===== src/rtl/l2_tcdm_bank_xbar_if.sv =====
// l2_tcdm_bank_xbar_if: requestor-side and bank-side buses of the L2 TCDM bank crossbar.
interface l2_tcdm_bank_xbar_if #(
    parameter int NB_MASTERS      = 6,
    parameter int NB_BANKS        = 8,
    parameter int ADDR_WIDTH      = 32,
    parameter int DATA_WIDTH      = 32,
    parameter int BANK_ADDR_WIDTH = 15
);
    logic [NB_MASTERS-1:0]                 m_req;
    logic [NB_MASTERS-1:0]                 m_gnt;
    logic [NB_MASTERS*ADDR_WIDTH-1:0]      m_add;
    logic [NB_MASTERS-1:0]                 m_wen;
    logic [NB_MASTERS*4-1:0]               m_be;
    logic [NB_MASTERS*DATA_WIDTH-1:0]      m_wdata;
    logic [NB_MASTERS-1:0]                 m_r_valid;
    logic [NB_MASTERS*DATA_WIDTH-1:0]      m_r_rdata;
    logic [NB_BANKS-1:0]                   b_req;
    logic [NB_BANKS-1:0]                   b_we;
    logic [NB_BANKS*BANK_ADDR_WIDTH-1:0]   b_add;
    logic [NB_BANKS*4-1:0]                 b_be;
    logic [NB_BANKS*DATA_WIDTH-1:0]        b_wdata;
    logic [NB_BANKS*DATA_WIDTH-1:0]        b_rdata;

    modport master (
        output m_req, m_add, m_wen, m_be, m_wdata, b_rdata,
        input  m_gnt, m_r_valid, m_r_rdata, b_req, b_we, b_add, b_be, b_wdata
    );

    modport slave (
        input  m_req, m_add, m_wen, m_be, m_wdata, b_rdata,
        output m_gnt, m_r_valid, m_r_rdata, b_req, b_we, b_add, b_be, b_wdata
    );
endinterface


===== src/rtl/l2_tcdm_bank_xbar.sv =====
// l2_tcdm_bank_xbar: word-interleaved TCDM crossbar with per-bank round-robin and 1-cycle responses.
module l2_tcdm_bank_xbar #(
    parameter int NB_MASTERS      = 6,
    parameter int NB_BANKS        = 8,
    parameter int ADDR_WIDTH      = 32,
    parameter int DATA_WIDTH      = 32,
    parameter int BANK_ADDR_WIDTH = 15
) (
    input logic                clk_i,
    input logic                rst_i,
    l2_tcdm_bank_xbar_if.slave bus
);
    localparam int BW = $clog2(NB_BANKS);
    localparam int MW = $clog2(NB_MASTERS);

    logic [BW-1:0]         tgt [NB_MASTERS];
    logic [MW-1:0]         rr_q [NB_BANKS];
    logic [MW-1:0]         win [NB_BANKS];
    logic [NB_BANKS-1:0]   win_vld;
    logic [NB_MASTERS-1:0] gnt;
    logic [NB_MASTERS-1:0] pend_q;
    logic [NB_MASTERS-1:0] rd_q;
    logic [BW-1:0]         bank_q [NB_MASTERS];
    logic                  unused_add;

    assign unused_add = ^bus.m_add;

    always_comb begin
        for (int m = 0; m < NB_MASTERS; m++) tgt[m] = bus.m_add[m*ADDR_WIDTH+2 +: BW];
    end

    // Scan from lowest to highest priority so the highest-priority requester is written last.
    always_comb begin
        int idx;
        idx = 0;
        win_vld = '0;
        for (int b = 0; b < NB_BANKS; b++) begin
            win[b] = '0;
            for (int i = NB_MASTERS - 1; i >= 0; i--) begin
                idx = int'(rr_q[b]) + i;
                if (idx >= NB_MASTERS) idx = idx - NB_MASTERS;
                if (bus.m_req[idx] && tgt[idx] == BW'(b)) begin
                    win_vld[b] = 1'b1;
                    win[b] = MW'(idx);
                end
            end
        end
    end

    always_comb begin
        for (int m = 0; m < NB_MASTERS; m++)
            gnt[m] = bus.m_req[m] && win_vld[tgt[m]] && win[tgt[m]] == MW'(m);
    end

    assign bus.m_gnt = gnt;
    assign bus.b_req = win_vld;

    always_comb begin
        bus.b_we    = '0;
        bus.b_add   = '0;
        bus.b_be    = '0;
        bus.b_wdata = '0;
        for (int b = 0; b < NB_BANKS; b++) begin
            bus.b_we[b] = win_vld[b] && !bus.m_wen[win[b]];
            bus.b_add[b*BANK_ADDR_WIDTH +: BANK_ADDR_WIDTH] = win_vld[b] ?
                bus.m_add[int'(win[b])*ADDR_WIDTH+2+BW +: BANK_ADDR_WIDTH] : '0;
            bus.b_be[b*4 +: 4] = win_vld[b] ? bus.m_be[int'(win[b])*4 +: 4] : '0;
            bus.b_wdata[b*DATA_WIDTH +: DATA_WIDTH] = win_vld[b] ?
                bus.m_wdata[int'(win[b])*DATA_WIDTH +: DATA_WIDTH] : '0;
        end
    end

    always_ff @(posedge clk_i) begin
        for (int b = 0; b < NB_BANKS; b++) begin
            if (rst_i) rr_q[b] <= '0;
            else if (win_vld[b]) rr_q[b] <= (win[b] == MW'(NB_MASTERS - 1)) ? '0 : win[b] + MW'(1);
        end
    end

    // A grant in the reset cycle still reaches the bank, but its response is dropped.
    always_ff @(posedge clk_i) begin
        pend_q <= rst_i ? '0 : gnt;
        for (int m = 0; m < NB_MASTERS; m++) begin
            if (gnt[m]) begin
                bank_q[m] <= tgt[m];
                rd_q[m]   <= bus.m_wen[m];
            end
        end
    end

    assign bus.m_r_valid = pend_q;

    always_comb begin
        bus.m_r_rdata = '0;
        for (int m = 0; m < NB_MASTERS; m++)
            bus.m_r_rdata[m*DATA_WIDTH +: DATA_WIDTH] = (pend_q[m] && rd_q[m]) ?
                bus.b_rdata[int'(bank_q[m])*DATA_WIDTH +: DATA_WIDTH] : '0;
    end
endmodule

===== src/flat_wrapper.sv =====
// flat-port wrapper written by rule: the top's interface ports become plain ports
module l2_tcdm_bank_xbar_flat 
#(
    parameter int NB_MASTERS      = 6,
    parameter int NB_BANKS        = 8,
    parameter int ADDR_WIDTH      = 32,
    parameter int DATA_WIDTH      = 32,
    parameter int BANK_ADDR_WIDTH = 15
)
  (clk_i, rst_i, bus_m_req, bus_m_add, bus_m_wen, bus_m_be, bus_m_wdata, bus_b_rdata, bus_m_gnt, bus_m_r_valid, bus_m_r_rdata, bus_b_req, bus_b_we, bus_b_add, bus_b_be, bus_b_wdata);
  l2_tcdm_bank_xbar_if #(.NB_MASTERS(NB_MASTERS), .NB_BANKS(NB_BANKS), .ADDR_WIDTH(ADDR_WIDTH), .DATA_WIDTH(DATA_WIDTH), .BANK_ADDR_WIDTH(BANK_ADDR_WIDTH)) bus_i ();
  input logic clk_i;
  input logic rst_i;
  input wire logic [$bits(bus_i.m_req)-1:0] bus_m_req;
  input wire logic [$bits(bus_i.m_add)-1:0] bus_m_add;
  input wire logic [$bits(bus_i.m_wen)-1:0] bus_m_wen;
  input wire logic [$bits(bus_i.m_be)-1:0] bus_m_be;
  input wire logic [$bits(bus_i.m_wdata)-1:0] bus_m_wdata;
  input wire logic [$bits(bus_i.b_rdata)-1:0] bus_b_rdata;
  output wire logic [$bits(bus_i.m_gnt)-1:0] bus_m_gnt;
  output wire logic [$bits(bus_i.m_r_valid)-1:0] bus_m_r_valid;
  output wire logic [$bits(bus_i.m_r_rdata)-1:0] bus_m_r_rdata;
  output wire logic [$bits(bus_i.b_req)-1:0] bus_b_req;
  output wire logic [$bits(bus_i.b_we)-1:0] bus_b_we;
  output wire logic [$bits(bus_i.b_add)-1:0] bus_b_add;
  output wire logic [$bits(bus_i.b_be)-1:0] bus_b_be;
  output wire logic [$bits(bus_i.b_wdata)-1:0] bus_b_wdata;
  assign bus_i.m_req = bus_m_req;
  assign bus_i.m_add = bus_m_add;
  assign bus_i.m_wen = bus_m_wen;
  assign bus_i.m_be = bus_m_be;
  assign bus_i.m_wdata = bus_m_wdata;
  assign bus_i.b_rdata = bus_b_rdata;
  assign bus_m_gnt = bus_i.m_gnt;
  assign bus_m_r_valid = bus_i.m_r_valid;
  assign bus_m_r_rdata = bus_i.m_r_rdata;
  assign bus_b_req = bus_i.b_req;
  assign bus_b_we = bus_i.b_we;
  assign bus_b_add = bus_i.b_add;
  assign bus_b_be = bus_i.b_be;
  assign bus_b_wdata = bus_i.b_wdata;
  l2_tcdm_bank_xbar #(.NB_MASTERS(NB_MASTERS), .NB_BANKS(NB_BANKS), .ADDR_WIDTH(ADDR_WIDTH), .DATA_WIDTH(DATA_WIDTH), .BANK_ADDR_WIDTH(BANK_ADDR_WIDTH)) u_core (.clk_i(clk_i), .rst_i(rst_i), .bus(bus_i));
endmodule

===== config.mk =====
export PLATFORM = sky130hd
export DESIGN_NAME = l2_tcdm_bank_xbar_flat
export DESIGN_NICKNAME = d
export VERILOG_FILES = /design/src/rtl/l2_tcdm_bank_xbar_if.sv /design/src/rtl/l2_tcdm_bank_xbar.sv /design/src/flat_wrapper.sv
export SDC_FILE = /design/constraint.sdc
export NUM_CORES = 2
export LEC_CHECK = 0
export BUFFER_PORTS_ARGS = -buffer_cell sky130_fd_sc_hd__buf_2
export CORE_AREA = 5 5 504 506
export DETAILED_ROUTE_END_ITERATION = 16
export DIE_AREA = 0 0 509 511
export PLACE_DENSITY = 0.46
export SLEW_MARGIN = 20
export SYNTH_ARGS = -nofsm -noshare
export SYNTH_HDL_FRONTEND = slang
export SYNTH_SLANG_ARGS = --single-unit

===== constraint.sdc =====
create_clock -name clk_i -period 4.3 [get_ports clk_i]
set_input_delay 0.43 -clock clk_i [delete_from_list [all_inputs] [get_ports clk_i]]
set_output_delay 0.43 -clock clk_i [all_outputs]
set_load 0.005 [all_outputs]

Yosys cells after proc, flatten, opt, wreduce, memory -nomap -nowiden
Memories as Yosys holds them, arrays and structs flattened.
Index checks and enable logic that the tools add are counted.
{ "word_totals": {"regBits": 12, "ramBits": 42, "inputBits": 678, "word_cells": 1083, "memories": 2} }
{ "op_classes": {"n_addsub": 112, "order_cmp": 164, "n_eq_ne": 55, "shifts": 30, "n_mux": 562, "n_bitwise": 62, "n_reduce_logical": 89} }
{ "memory_table": {"columns": ["memory", "depth", "word_bits", "read_ports", "rd_ports_with_merged_regs", "write_ports", "line", "text"], "rows": [
  ["u_core.rr_q", 8, 3, 8, 0, 8, "l2_tcdm_bank_xbar.sv:17", "logic [MW-1:0] rr_q [NB_BANKS];"],
  ["u_core.bank_q", 6, 3, 6, 0, 6, "l2_tcdm_bank_xbar.sv:23", "logic [BW-1:0] bank_q [NB_MASTERS];"]
]} }
{ "op_table": {"columns": ["op", "n"], "rows": [
  ["$ge 32x4->1 const B", 88],
  ["$mux 32", 62],
  ["$lt 32x5->1 const B", 48],
  ["$not 32->32", 48],
  ["$shiftx 192x32->15", 8],
  ["$shiftx 192x9->32", 8],
  ["$shiftx 256x9->32", 6],
  ["$sub 32x4->32 const B", 40],
  ["$mux 3", 172],
  ["$bmux 3 s3", 54],
  ["$add 32x3->32 const B", 8],
  ["$mux 1", 196],
  ["$shiftx 24x6->4", 8],
  ["$bmux 1 s3", 62],
  ["$mux 15", 8],
  ["$eq 3x3->1 const B", 34],
  ["$logic_and 1x1->1", 74],
  ["$add 8x2->9 const B", 8],
  ["$add 3x2->4 const B", 16],
  ["$add 3x3->4 const B", 16],
  ["$lt 3x4->1 const B", 14],
  ["$eq 3x2->1 const B", 14],
  ["$add 3x1->4 const B", 8],
  ["$mux 4", 8],
  ["9 further kinds", 66]
]} }

Logic depth before layout (Yosys ltp)
An unclocked memory read counts as a cell.
{ "depth": {"word_depth": 23, "depth_mapped": 19, "mapped_depth_nobuf": 16} }

Worst setup path before layout
OpenSTA, ideal clock, no wires.
{ "synth_path": {"kind": "register to output", "startpoint": "memory u_core.rr_q[1][0] in the netlist's numbering", "endpoint": "output port bus_m_gnt[5]", "arrival_time_ns": 4.186, "t_required_ns": 3.870, "slack_ns": -0.316, "stages_incl_launch_ff": 19, "cell_sequence": "edfxtp_1 buf_2 clkinv_1 ha_1 clkbuf_1 inv_1 ha_1 inv_1 o31ai_1 and3_1 o32ai_1 o21bai_1 a211o_1 and2_1 buf_4 buf_4 a31oi_1 o2111a_1 nor4_1"} }
{ "synth_rtl": {"columns": ["item", "line", "text"], "rows": [
  ["start: declaration", "l2_tcdm_bank_xbar.sv:17", null],
  ["end: declaration", "flat_wrapper.sv:20", "output wire logic [$bits(bus_i.m_gnt)-1:0] bus_m_gnt;"]
]} }

==> flow_summary.ini <==
[finish]
drive_above_1_share_pct = 63.4
final_nets = 8690
syn_to_final_growth_pct = 87.0
layout_commonest_cell = buf_4
layout_common_cells = 1126 x buf_4, 1096 x mux2i_1, 1060 x buf_2
nFillCells = 25443

[setup_path]
path_max_fanout = 6
r2r_cells = 18
reg2reg_slack_ns = -0.06
crit_path_cell_trace = buf_6, ha_4, xnor2_2, inv_2, ha_4, o2bb2ai_4, mux2_4, mux2_4, a31oi_4, o41ai_4, buf_4, nor2_4, buf_12, buf_16, buf_8, buf_6, buf_4, a311oi_2, a221oi_2, buf_2
timing.rr.start = u_core.rr_q[1][10]$_SDFFCE_PP0P_
slowest_stage = edfxtp_1
crit_type = reg -> out
endpoint_kind = output port
critPathArrivalTime_ns = 4.51
required_ns = 3.87
timing.rr.end = u_core.bank_q[2][1]$_DFFE_PP_
slowest_delay_ns = 0.46
crit_path_start_kind = register
endpoint = bus_b_add[38]
critPathLaunch = u_core.rr_q[0][6]$_SDFFCE_PP0P_

[placed_design]
hpwlAfterDp_um = 285000
gp_congestion = 0.977
io_buffer_count = 1221

[drt]
vias = 65949
drt-initial-drc-count = 8206
vias_per_cell = 5.81
drtPass1Iterations = 6
postRouteAntennaNets = 0
wl_um = 415000
drc = 0
post_drt_wl_per_cell_um = 36.5

[synth]
synth_top_area_cell = mux2i_1
synth_compound_gate_area_share_pct = 20.6
synth.distinct_cells = 112
synthMuxAreaShare_pct = 50.6
synthTopCellsByArea = mux2i_1 26%, mux4_2 20%, mux2_2 3.9%
syn_area_per_cell_sq_um = 8.38
netlist_area_sq_mm = 0.0458
netlist.area_leader.share_pct = 26.2
ys_ff_latch = 54
synthXorXnorAreaFrac_pct = 0.609
syn_inst = 5473
synth_top_family_by_area = multiplexers
synth_fp_nets = 6251
synth-simple-area-share_pct = 14.0
synth_edf_count = 48
yosys.area_share.adder_pct = 2.73
async_reset_ff_share_pct = 0
synth_ff_type = edfxtp_1
ys_seq_area_share_pct = 3.41
yosys_warnings = 0

[floorplanning]
dieArea_sq_mm = 0.260
die_h_um = 511
num_io_pins = 1306
fp-row-count = 184
fp.dieW_um = 509
start_util_pct = 18.4
core_sq_mm = 0.250

[worst_hold_path]
min_path_type = in -> reg

[clocking]
cts_buffer_depth = 2
cts.sinks = 54
cts_made_buffers = 5
hold_buffers = 0
path_clk_slew_ns = 0.11
clk_latency_ns = 0.36
tritoncts = built
cts_root_buffer = clkbuf_16
htree_levels = 2

[grt]
grt_max_degree = 65
grt_remaining_overflow = 0
grt_usage_pct = 28.9
antenna_found_initial = 168
grt_pass1_wl_um = 536000
grt_pass1_vias = 62385

[sta]
fin_ws_ns = -0.638
slew_headroom_pct = 23.9
hold_viol = 0
whs_ns = 0.396
slew_viol_final = 0
rsz0062_at_grt = true
fmax_mhz = 203
finalSetupViolations = 439
fin_crit_sh_pct = 115
worst_pin_slew_ns = 1.14
tns_ns = -144.43
clock_skew_ns = 0.0260
period_needed_ns = 4.94

[run_status]
violations = setup timing
status = finished, violations left

[flow_run]
maxCapViolations = 0
==> routing by layer <==
metal,track usage (%),wire length (um),vias up
met5,0,471,-
met4,20.4,42000,70
met3,7.32,42300,1609
met2,47.6,188000,5134
met1,32.6,142000,32766
li1,-,-,26370
==> kinds of logic (layout without fill, tap and decap cells) <==
group | Yosys count | after routing
other | 0 | 94
AO/OA/AOI/OAI | 1344 | 1344
AND/OR/NAND/NOR | 1337 | 1337
multiplexers | 1790 | 1790
adder cells (fa/ha/maj) | 100 | 100
buffers and inverters | 817 | 3257
XOR/XNOR | 31 | 31
flip-flops | 54 | 54
==> area by class of cell <==
class	count	area [sq um]	area share, %
Multi-Input combinational cell	4602	49600	57.9
Timing Repair Buffer	3164	29600	34.5
Tap cell	3348	4190	4.89
Sequential cell	54	1560	1.82
Inverter	85	359	0.419
Antenna cell	94	235	0.274
Clock buffer	5	125	0.146
Clock inverter	3	47.5	0.0555
==> state kept, by name, summed over array words and instances, names as in the netlist <==
name                  count
u_core.bank_q            18
u_core.bus.m_r_valid      6
u_core.rr_q              24
u_core.rd_q               6
==> cell usage after synthesis (all sizes together) (10+ instances only) <==
cell,count
ha,100
or2,18
nand2,409
nand2b,35
a31oi,72
xnor2,21
nor2b,11
buf,362
mux4,402
a21boi,13
nor4b,10
or3,11
nand4,15
a22o,45
a211o,10
a211oi,182
o221ai,37
o21ai,230
nor3,59
o2bb2ai,58
o22ai,93
nor4,24
a2bb2oi,19
nand4b,16
inv,80
edfxtp,48
nand3,43
o32ai,10
mux2i,1204
a21oi,220
clkbuf,370
and3,127
o21a,53
and2,26
a21o,16
a311oi,94
a221oi,60
xor2,10
o211ai,31
mux2,184
nor2,465
==> worst max-delay path: cells and delay by family, from the launching register on <==
kind	cells	cell delay, ns
buffers and inverters	9	1.33
AOI/OAI and AO/OA	5	1.01
muxes	2	0.65
DFF	1	0.46
adders and majority gates	2	0.38
xor gates and xnor gates	1	0.18
and+or+nand+nor	1	0.11
==> worst min-delay path by stage <==
stage,start,end,slack (ns),depth (start not counted)
detailed placement,bus_m_add[98],u_core.bank_q[3][0]$_DFFE_PP_,0.76,1
global placement,bus_m_add[98],u_core.bank_q[3][0]$_DFFE_PP_,0.77,1
CTS,bus_m_add[98],u_core.bank_q[3][0]$_DFFE_PP_,0.37,1
global route,bus_m_add[98],u_core.bank_q[3][0]$_DFFE_PP_,0.38,1
floorplan,bus_m_add[2],u_core.bank_q[0][0]$_DFFE_PP_,0.53,0
finish,bus_m_add[98],u_core.bank_q[3][0]$_DFFE_PP_,0.40,1
==> through the flow <==
| stage | std cells | setup WS (ns) | cell area (sq um) | utilization [%] |
|---|---|---|---|---|
| floorplan | 5473 | 0.0221 | 45900 | - |
| global placement | 10551 | -0.742 | 64200 | 25.7 |
| detailed placement | 10551 | -0.650 | 64200 | 25.7 |
| CTS | 11061 | -0.535 | 78600 | 31.5 |
| global route | 11321 | -0.680 | 85700 | 34.3 |
| finish | 11355 | -0.638 | 85700 | 34.4 |
==> what timing repair did <==
item	in CTS	in global routing
resized for setup	1716	1113
setup endpoints to repair	453	449
buffers inserted	485	299
pin swaps	468	531
cloned	75	38
Power is not shown: default switching activity piles up to over one toggle a cycle in this logic, so the estimate is an artifact.
